### src/rtl/btn_conditioner.sv
// btn_conditioner
//   Conditions the four blackjack action buttons. Each raw pad goes through a
//   two-flop synchroniser and a per-button debouncer. Rising edges of the
//   debounced levels feed a lockout arbiter. The arbiter emits at most one
//   single-cycle action pulse per press episode. It then stays locked until
//   every button has been released.
//
// Ports
//   clk          system clock
//   reset        synchronous, active-high reset
//   *_raw        asynchronous raw pad levels (next, hit, stand, double)
//   *_p          one-cycle accepted-press pulses
//   btn_level    debounced levels {double, stand, hit, next}
//   locked       high while a press has been accepted and not all released
//
// Arbiter states
//   state | meaning
//   IDLE  | waiting for a debounced rising edge on any button
//   HOLD  | a press was accepted; ignore everything until all released

module btn_conditioner #(
  parameter int DEBOUNCE_CYCLES = 1000000
) (
  input  logic       clk,
  input  logic       reset,
  input  logic       next_raw,
  input  logic       hit_raw,
  input  logic       stand_raw,
  input  logic       double_raw,
  output logic       next_p,
  output logic       hit_p,
  output logic       stand_p,
  output logic       double_p,
  output logic [3:0] btn_level,
  output logic       locked
);

  localparam int            CW      = $clog2(DEBOUNCE_CYCLES);
  localparam logic [CW-1:0] CNT_MAX = CW'(DEBOUNCE_CYCLES - 1);

  typedef enum logic {
    ST_IDLE = 1'b0,
    ST_HOLD = 1'b1
  } state_t;

  // Bit order everywhere: {double, stand, hit, next}
  logic [3:0] raw_vec;

  logic [3:0]    sync1_q, sync1_d;
  logic [3:0]    sync2_q, sync2_d;
  logic [3:0]    stable_q, stable_d;
  logic [3:0]    stable_dly_q, stable_dly_d;
  logic [CW-1:0] cnt_q [4];
  logic [CW-1:0] cnt_d [4];
  logic [3:0]    rise;
  logic [3:0]    pulse_q, pulse_d;
  state_t        state_q, state_d;

  assign raw_vec = {double_raw, stand_raw, hit_raw, next_raw};

  // Synchroniser, debounce and edge-detect datapath
  always_comb begin
    sync1_d      = raw_vec;
    sync2_d      = sync1_q;
    stable_d     = stable_q;
    stable_dly_d = stable_q;
    for (int i = 0; i < 4; i++) begin
      cnt_d[i] = '0;
      // The counter only runs while the synchronised level disagrees with
      // the accepted level; any agreeing sample restarts the qualification.
      if (sync2_q[i] != stable_q[i]) begin
        if (cnt_q[i] == CNT_MAX) begin
          stable_d[i] = sync2_q[i];
        end else begin
          cnt_d[i] = cnt_q[i] + 1'b1;
        end
      end
    end
  end

  assign rise = stable_q & ~stable_dly_q;

  // Arbiter: next > stand > hit > double; losers are dropped, not queued
  always_comb begin
    state_d = state_q;
    pulse_d = 4'b0000;
    case (state_q)
      ST_IDLE: begin
        if (|rise) begin
          state_d = ST_HOLD;
          if (rise[0])      pulse_d = 4'b0001;
          else if (rise[2]) pulse_d = 4'b0100;
          else if (rise[1]) pulse_d = 4'b0010;
          else              pulse_d = 4'b1000;
        end
      end
      ST_HOLD: begin
        if (stable_q == 4'b0000) state_d = ST_IDLE;
      end
      default: state_d = ST_IDLE;
    endcase
  end

  always_ff @(posedge clk) begin
    if (reset) begin
      sync1_q      <= 4'b0000;
      sync2_q      <= 4'b0000;
      stable_q     <= 4'b0000;
      stable_dly_q <= 4'b0000;
      pulse_q      <= 4'b0000;
      state_q      <= ST_IDLE;
      for (int i = 0; i < 4; i++) cnt_q[i] <= '0;
    end else begin
      sync1_q      <= sync1_d;
      sync2_q      <= sync2_d;
      stable_q     <= stable_d;
      stable_dly_q <= stable_dly_d;
      pulse_q      <= pulse_d;
      state_q      <= state_d;
      for (int i = 0; i < 4; i++) cnt_q[i] <= cnt_d[i];
    end
  end

  assign next_p    = pulse_q[0];
  assign hit_p     = pulse_q[1];
  assign stand_p   = pulse_q[2];
  assign double_p  = pulse_q[3];
  assign btn_level = stable_q;
  assign locked    = (state_q == ST_HOLD);

endmodule

### config.mk
export PLATFORM = sky130hd
export DESIGN_NAME = btn_conditioner
export DESIGN_NICKNAME = d
export VERILOG_FILES = /design/src/rtl/btn_conditioner.sv
export SDC_FILE = /design/constraint.sdc
export NUM_CORES = 1
export LEC_CHECK = 0
export BUFFER_PORTS_ARGS = -buffer_cell sky130_fd_sc_hd__buf_4
export CORE_MARGIN = 2
export CORE_UTILIZATION = 66
export DETAILED_ROUTE_END_ITERATION = 10
export PLACE_DENSITY = 0.81
export SYNTH_ARGS = -nofsm -noshare
export SYNTH_HDL_FRONTEND = slang
export SYNTH_SLANG_ARGS = --single-unit
### constraint.sdc
create_clock -name clk -period 4.9 [get_ports clk]
set_clock_uncertainty 0.1 [all_clocks]
set_input_delay 0.98 -clock clk [delete_from_list [all_inputs] [get_ports clk]]
set_output_delay 0.98 -clock clk [all_outputs]
set_load 0.05 [all_outputs]
-- After elaboration in Yosys (flattened, before gate mapping)
Memory sizes are Yosys's and may differ from the RTL's.
Index checks and enable logic that the tools add are counted.
- bits in registers: 21
- RAM bits: 80
- bits of input ports: 6
- output and inout bits: 9
- logic and storage cells: 62
- memories kept: 1
- $add $sub $neg: 4
- equality and inequality tests: 8
- muxes and demuxes: 21
- bitwise logic cells: 8
- reductions and logical operators: 9
- memories (name ; words ; width ; read ports ; clocked after memory_dff ; write ports ; RTL line ; source):
    cnt_q ; 4 ; 20 ; 4 ; 0 ; 4 ; 53 ; logic [CW-1:0] cnt_q [4];
- operators with widths (operator ; number):
    $mux 20 ; 12
    $add 20x1->20 const B ; 4
    $eq 20x20->1 const B ; 4
    $reduce_and 2->1 ; 4
    $reduce_or 4->1 ; 2
    $mux 1 ; 6
    $reduce_or 5->1 ; 1
    $and 4x4->4 ; 1
    $logic_not 4->1 ; 1
    $mux 4 ; 1
    $ne 1x1->1 ; 4
    $not 4->4 ; 1
    $or 1x1->1 ; 4
    $mux 3 ; 1
    $reduce_or 3->1 ; 1
    $not 1->1 ; 2
    $pmux 1 s2 ; 1

-- Logic depth before layout (Yosys ltp)
Gate-level depths: netlist of run 1.
- word-level depth: 5
- gate-level depth with buffers: 7
- gate-level depth less buffers: 5

-- Worst setup path after synthesis of run 1
OpenSTA, ideal clock, no wires.
- path kind: input -> register
- from: input reset
- to: memory cnt_q[2][10] in the netlist's numbering
- setup time: 117 ps
- data arrival time: 1837 ps
- required time: 4683 ps
- setup slack: 2845 ps
- stages on the path: 5
- buffers on the path: 2
- path through: clkbuf_1 > nor2_1 > o21ai_1 > buf_2 > nor2_1
- RTL lines (item ; RTL line ; source):
    start: declaration ; 25 ; input logic reset,
    end: declaration ; 53 ;

==> results of run 1 <==
## cell usage in the layout, fill, tap and decap left out, drive strengths merged
master and n:
nand3b 2, a21oi 27, or4 17, nand4 14, and4 2, or3 20, or2 4, xnor2 38
nor2 62, o31ai 13, ha 4, and2 3, and3 3, nor4bb 1, clkbuf 12, o21ai 18
or4b 3, dfxtp 101, nor4b 3, bufinv 1, nor2b 14, buf 16, o21ba 1, nand2b 2
nor4 18, nand4bb 1, nor3b 2, nor3 12, o21a 1, nand3 29, a211oi 1, nand2 31
clkinv 1, nand4b 2, inv 22, xor2 14, a2111oi 1
## per-stage QoR
stage	instance area (um2)	power (mW)	worst slack (ps)	cells
after floorplan	4380	0.859	2850	503
after global placement	4520	0.864	2440	579
after global routing	4700	1.40	2210	593
final	4700	1.35	2410	593
after detailed placement	4520	0.864	2400	579
after CTS	4700	1.36	2380	593
## worst reg2reg max path: stages, from the launching register on
cell,delay (ps)
dfxtp_1,350
or4_1,530
or4_4,530
o21ai_1,510
buf_4,290
a21oi_1,60
## logic make-up after synthesis
logic type | after synthesis | synth area share (%)
AOI/OAI and AO/OA | 62 | 8.48
buffers and inverters | 39 | 3.71
xor gates and xnor gates | 52 | 10.4
adders and majority gates | 4 | 1.14
and+or+nand+nor | 245 | 30.2
DFF | 101 | 46.1
## worst paths after layout
check                           depth (start not counted)  slack [ps]         start           end
worst max-delay path                                    5        2410  cnt_q[0][13]  cnt_q[0][17]
worst min-delay path                                    1         340    sync1_q[3]    sync2_q[3]
worst max register to register                          5        2410  cnt_q[0][13]  cnt_q[0][17]
worst min register to register                          1         340    sync1_q[3]    sync2_q[3]
## registers in the layout, indices dropped and copies added, names as in the netlist
signal,cells
btn_level,4
cnt_q,80
locked,1
pulse_q,4
stable_dly_q,4
sync1_q,4
sync2_q,4
## power breakdown
| part | total [mW] | internal [mW] | switching, mW |
|---|---|---|---|
| Clock | 0.501 | 0.244 | 0.256 |
| Sequential | 0.826 | 0.824 | 0.00227 |
| Combinational | 0.0184 | 0.00721 | 0.0112 |
## area by class of cell
class / instances / share of cell area [%]
clock inverters: 2 / 0.745
repair buffers: 16 / 2.56
clock buffers: 12 / 3.09
well taps: 77 / 2.05
multi-input cells: 363 / 46.8
flip-flops and latches: 101 / 43.0
inverters: 22 / 1.76
## layer usage
metal | share of wire (%) | vias to the layer above | GRT usage, %
li1 | - | 1781 | -
met1 | 48 | 1554 | 27.6
met2 | 48 | 42 | 36.4
met3 | 3.3 | 14 | 6.83
met4 | 1.6 | 0 | 8.80
met5 | 0 | - | 0
==> flow_metrics.env, run 1 <==
export IMPL_status="finished, final reports clean"
export IMPL_fin_util_pct=73.6
export IMPL_crit_chain="or4_1 -> or4_4 -> o21ai_1 -> buf_4 -> a21oi_1"
export IMPL_synth_area_mm2=0.00438
export IMPL_n_antenna_cell=0
export IMPL_cts_hold_buf=0
export IMPL_clkSinkCount=101
export IMPL_grt_antenna_before_repair=0
export IMPL_cap_violations=0
export IMPL_avgViaCountPerCell=5.72
export IMPL_path_buf_inv=1
export IMPL_rsz0062_at_grt="no"
export IMPL_synth_area_per_cell_um2=8.72
export IMPL_cts_root_buf="clkbuf_8"
export IMPL_period_share_pct=50.8
export IMPL_yosys_top_cells_area="dfxtp_1 (46%), xnor2_1 (7.6%), nor2_1 (5.3%)"
export IMPL_tightest_slew_ps=742
export IMPL_vias=3391
export IMPL_cp_arrival_ps=2630
export IMPL_start_util_pct=68.7
export IMPL_yosys_warnings=0
export IMPL_overflow=0
export IMPL_path_clk_slew_ps=90
export IMPL_cts_resized=0
export IMPL_wl_per_cell_um=12.7
export IMPL_cts_tree="built"
export IMPL_path_class="reg2reg"
export IMPL_routabilityCongestion=0.887
export IMPL_drive_gt1_share_pct=7.75
export IMPL_synth_fp_nets=513
export IMPL_nets=523
export IMPL_cts_buffers=9
export IMPL_synthCells=503
export IMPL_path_delay_family="simple AND/OR/NAND/NOR gates"
export IMPL_clock_latency_ps=360
export IMPL_syn2layout_area_growth_pct=7.22
export IMPL_wirelength_um=7530
export IMPL_htreeDepth=3
export IMPL_drt_iter0_markers=131
export IMPL_synth_top_area_share_pct=46.1
export IMPL_antenna_left=0
export IMPL_slowest_delay_ps=530
export IMPL_yosysMostFrequentCell="dfxtp_1"
export IMPL_rows=29
export IMPL_yosys_most_used_dff="dfxtp_1"
export IMPL_drc_errors=0
export IMPL_cts_buffer_depth=2
export IMPL_fillCellCount=488
export IMPL_die_width_um=85.5
export IMPL_gr_usage_all_layers_pct=22.3
export IMPL_io_buffer_count=14
export IMPL_io_pins=15
export IMPL_slew_headroom_pct=50.5
export IMPL_die_y_um=85.5
export IMPL_finalSetupViolations=0
export IMPL_finalHoldViolations=0
export IMPL_hold_path_class="reg2reg"
export IMPL_yosysSeqAreaShare_pct=46.1
export IMPL_dp_hpwl_um=5290
export IMPL_worst_setup_path_end_kind="flop"
export IMPL_powerDensity_mw_per_mm2=286
export IMPL_synth_top_cell_by_area="dfxtp_1"
export IMPL_ys_types=44
export IMPL_grt_max_degree=27
export IMPL_period_needed_ps=2490
export IMPL_hold_slack_ps=336
export IMPL_dieArea_mm2=0.00731
export IMPL_leakage_nw=1.36
export IMPL_grt_pass1_wl_um=13300
export IMPL_ir_worst_vdd_v=0.000267
export IMPL_dr_pass1_iters=4
export IMPL_synthArstFlopShare_pct=0
export IMPL_grt_pass1_vias=3170
export IMPL_multi_input_area_mm2=0.00220
export IMPL_setup_tns_ps=0
export IMPL_critPathSlowestCell="or4_1"
export IMPL_synth_edff_count=0
export IMPL_max_freq_mhz=402
export IMPL_post_cts_setup_buffer_count=0
export IMPL_core_region_area_mm2=0.00639
export IMPL_synth_seq_cells=101
export IMPL_yosys_top_cells_count="dfxtp_1 (101), nor2_1 (62), xnor2_1 (38)"
export IMPL_start_kind="flop"
export IMPL_seqCellArea_mm2=0.00202
export IMPL_crit_path_max_fanout=11
export IMPL_required_ps=5040
export IMPL_finalMaxSlewViolations=0
Power figures use the tool's default switching activity.
==> inputs of run 2 (changes only) <==
- CORE_UTILIZATION: 66 -> 61
- PLACE_DENSITY: 0.81 -> 0.76
- clock period: 4.9 -> 2.4 ns (I/O delays scaled with it)
==> run 2 against run 1 <==
Against the previous run: die area increased by 7.8%; worst hold slack got worse by 110 ps; critical endpoint is now cnt_q[0][13]; total power increased by 120%; combinational power increased by 120%; final cell count increased by 3.7%; largest power group unchanged.
==> flow_metrics.env, run 2 (synthesis results as in run 1) <==
export IMPL_syn2layout_area_growth_pct=9.25
export IMPL_period_share_pct=89.8
export IMPL_layout_common_cells="dfxtp_1 (101), nor2_1 (62), xnor2_1 (38)"
export IMPL_powerDensity_mw_per_mm2=609
export IMPL_clkPwrFrac_pct=40.8
export IMPL_fillCellCount=566
export IMPL_post_cts_setup_buffer_count=0
export IMPL_rr_startpoint="cnt_q[0][13]"
export IMPL_path_class="reg2reg"
export IMPL_hold_path_class="in2reg"
export IMPL_critPathSlowestCell="or4_1"
export IMPL_dr_pass1_iters=4
export IMPL_die_y_um=88.8
export IMPL_rsz0062_at_grt="no"
export IMPL_status="finished, final reports clean"
export IMPL_wl_per_cell_um=12.8
export IMPL_avgViaCountPerCell=5.60
export IMPL_drc_errors=0
export IMPL_overflow=0
export IMPL_gr_usage_all_layers_pct=22.0
export IMPL_cts_hold_buf=0
export IMPL_slowest_delay_ps=540
export IMPL_path_delay_family="simple AND/OR/NAND/NOR gates"
export IMPL_final_common_cell="dfxtp_1"
export IMPL_grt_max_degree=27
export IMPL_routabilityCongestion=0.899
export IMPL_clock_latency_ps=360
export IMPL_finalHoldViolations=0
export IMPL_cap_violations=0
export IMPL_vias=3442
export IMPL_io_pins=15
export IMPL_drive_gt1_share_pct=8.48
export IMPL_cts_buffers=9
export IMPL_ir_worst_vdd_v=0.000393
export IMPL_wirelength_um=7860
export IMPL_worst_setup_path_end_kind="flop"
export IMPL_period_needed_ps=2160
export IMPL_path_clk_slew_ps=90
export IMPL_finalSetupViolations=0
export IMPL_cts_root_buf="clkbuf_8"
export IMPL_path_buf_inv=1
export IMPL_grt_antenna_before_repair=0
export IMPL_clkSinkCount=101
export IMPL_io_buffer_count=14
export IMPL_cts_resized=0
export IMPL_setup_tns_ps=0
export IMPL_p_switching_uw=576
export IMPL_crit_path_max_fanout=20
export IMPL_instances_no_fill=615
export IMPL_start_kind="flop"
export IMPL_leakage_nw=1.39
export IMPL_start_util_pct=63.8
export IMPL_dp_cells=599
export IMPL_antenna_left=0
export IMPL_core_region_area_mm2=0.00687
export IMPL_rows=30
export IMPL_min_from="hit_raw"
export IMPL_crit_start="cnt_q[0][13]"
export IMPL_max_freq_mhz=464
export IMPL_n_antenna_cell=0
export IMPL_die_width_um=88.8
export IMPL_dieArea_mm2=0.00788
export IMPL_grt_pass1_wl_um=13700
export IMPL_cp_arrival_ps=2310
export IMPL_htreeDepth=3
export IMPL_grt_pass1_vias=3139
export IMPL_sequentialPowerShare_pct=57.8
export IMPL_required_ps=2550
export IMPL_drt_iter0_markers=110
export IMPL_intPower_mw=2.34
export IMPL_finalMaxSlewViolations=0
export IMPL_cts_buffer_depth=2
export IMPL_cts_tree="built"
export IMPL_switching_share_pct=19.8
export IMPL_combPwrFrac_pct=1.4
export IMPL_largest_reg_flops=80
export IMPL_nets=524
export IMPL_largest_register="cnt_q"
export IMPL_tightest_slew_ps=495
export IMPL_slew_headroom_pct=66.8
export IMPL_dp_hpwl_um=5410
export IMPL_crit_chain="or4_1 -> or4_4 -> o21ai_1 -> buf_4 -> nor2_1"
-- run 2: cell types whose count changed in the layout (fill, tap and decap cells not counted), sizes merged --
| cell | change |
|---|---|
| bufinv | +1 |
| buf | +1 |
| clkinv | +1 |
-- run 2: final timing paths --
kind,end,slack (ps),cells after the start
max,cnt_q[0][13],240,5
min,sync1_q[1],220,2
max reg2reg,cnt_q[0][13],240,5
min reg2reg,sync2_q[2],340,1
-- run 2: routing by layer --
metal	GRT usage (%)	up-vias	wire, um
met3	6.90	8	288
met5	0	-	0
met4	4.82	0	74
met2	37.1	54	3760
met1	27.5	1587	3740
li1	-	1793	-
-- run 2: final cells by class --
cell class                      count  area [um2]  area share [%]
Inverter                           22        82.6            1.72
Sequential cell                   101        2020            42.2
Tap cell                           96         120            2.51
Timing Repair Buffer               17         140            2.93
Multi-Input combinational cell    363        2200            45.9
Clock inverter                      4        70.1            1.46
Clock buffer                       12         155            3.24
-- run 2: power groups by stage --
stage	Clock [mW]	Combinational (mW)	Sequential, mW
final	1.19	0.0402	1.69
after global routing	1.28	0.0453	1.69
after CTS	1.22	0.0407	1.69
after detailed placement	0	0.0405	1.73
after global placement	0	0.0393	1.73
after floorplan	0	0.0274	1.73
-- run 2: through the flow --
step / utilization (%) / instance area, um2 / worst slack (ps) / hold slack [ps] / power, mW
finish: 69.7 / 4790 / 244 / 223 / 2.92
floorplan: - / 4380 / 419 / 300 / 1.75
CTS: 69.7 / 4790 / 238 / 202 / 2.95
global placement: 66.4 / 4560 / 300 / 315 / 1.77
global route: 69.7 / 4790 / 104 / 223 / 3.02
detailed placement: 66.4 / 4560 / 252 / 323 / 1.77
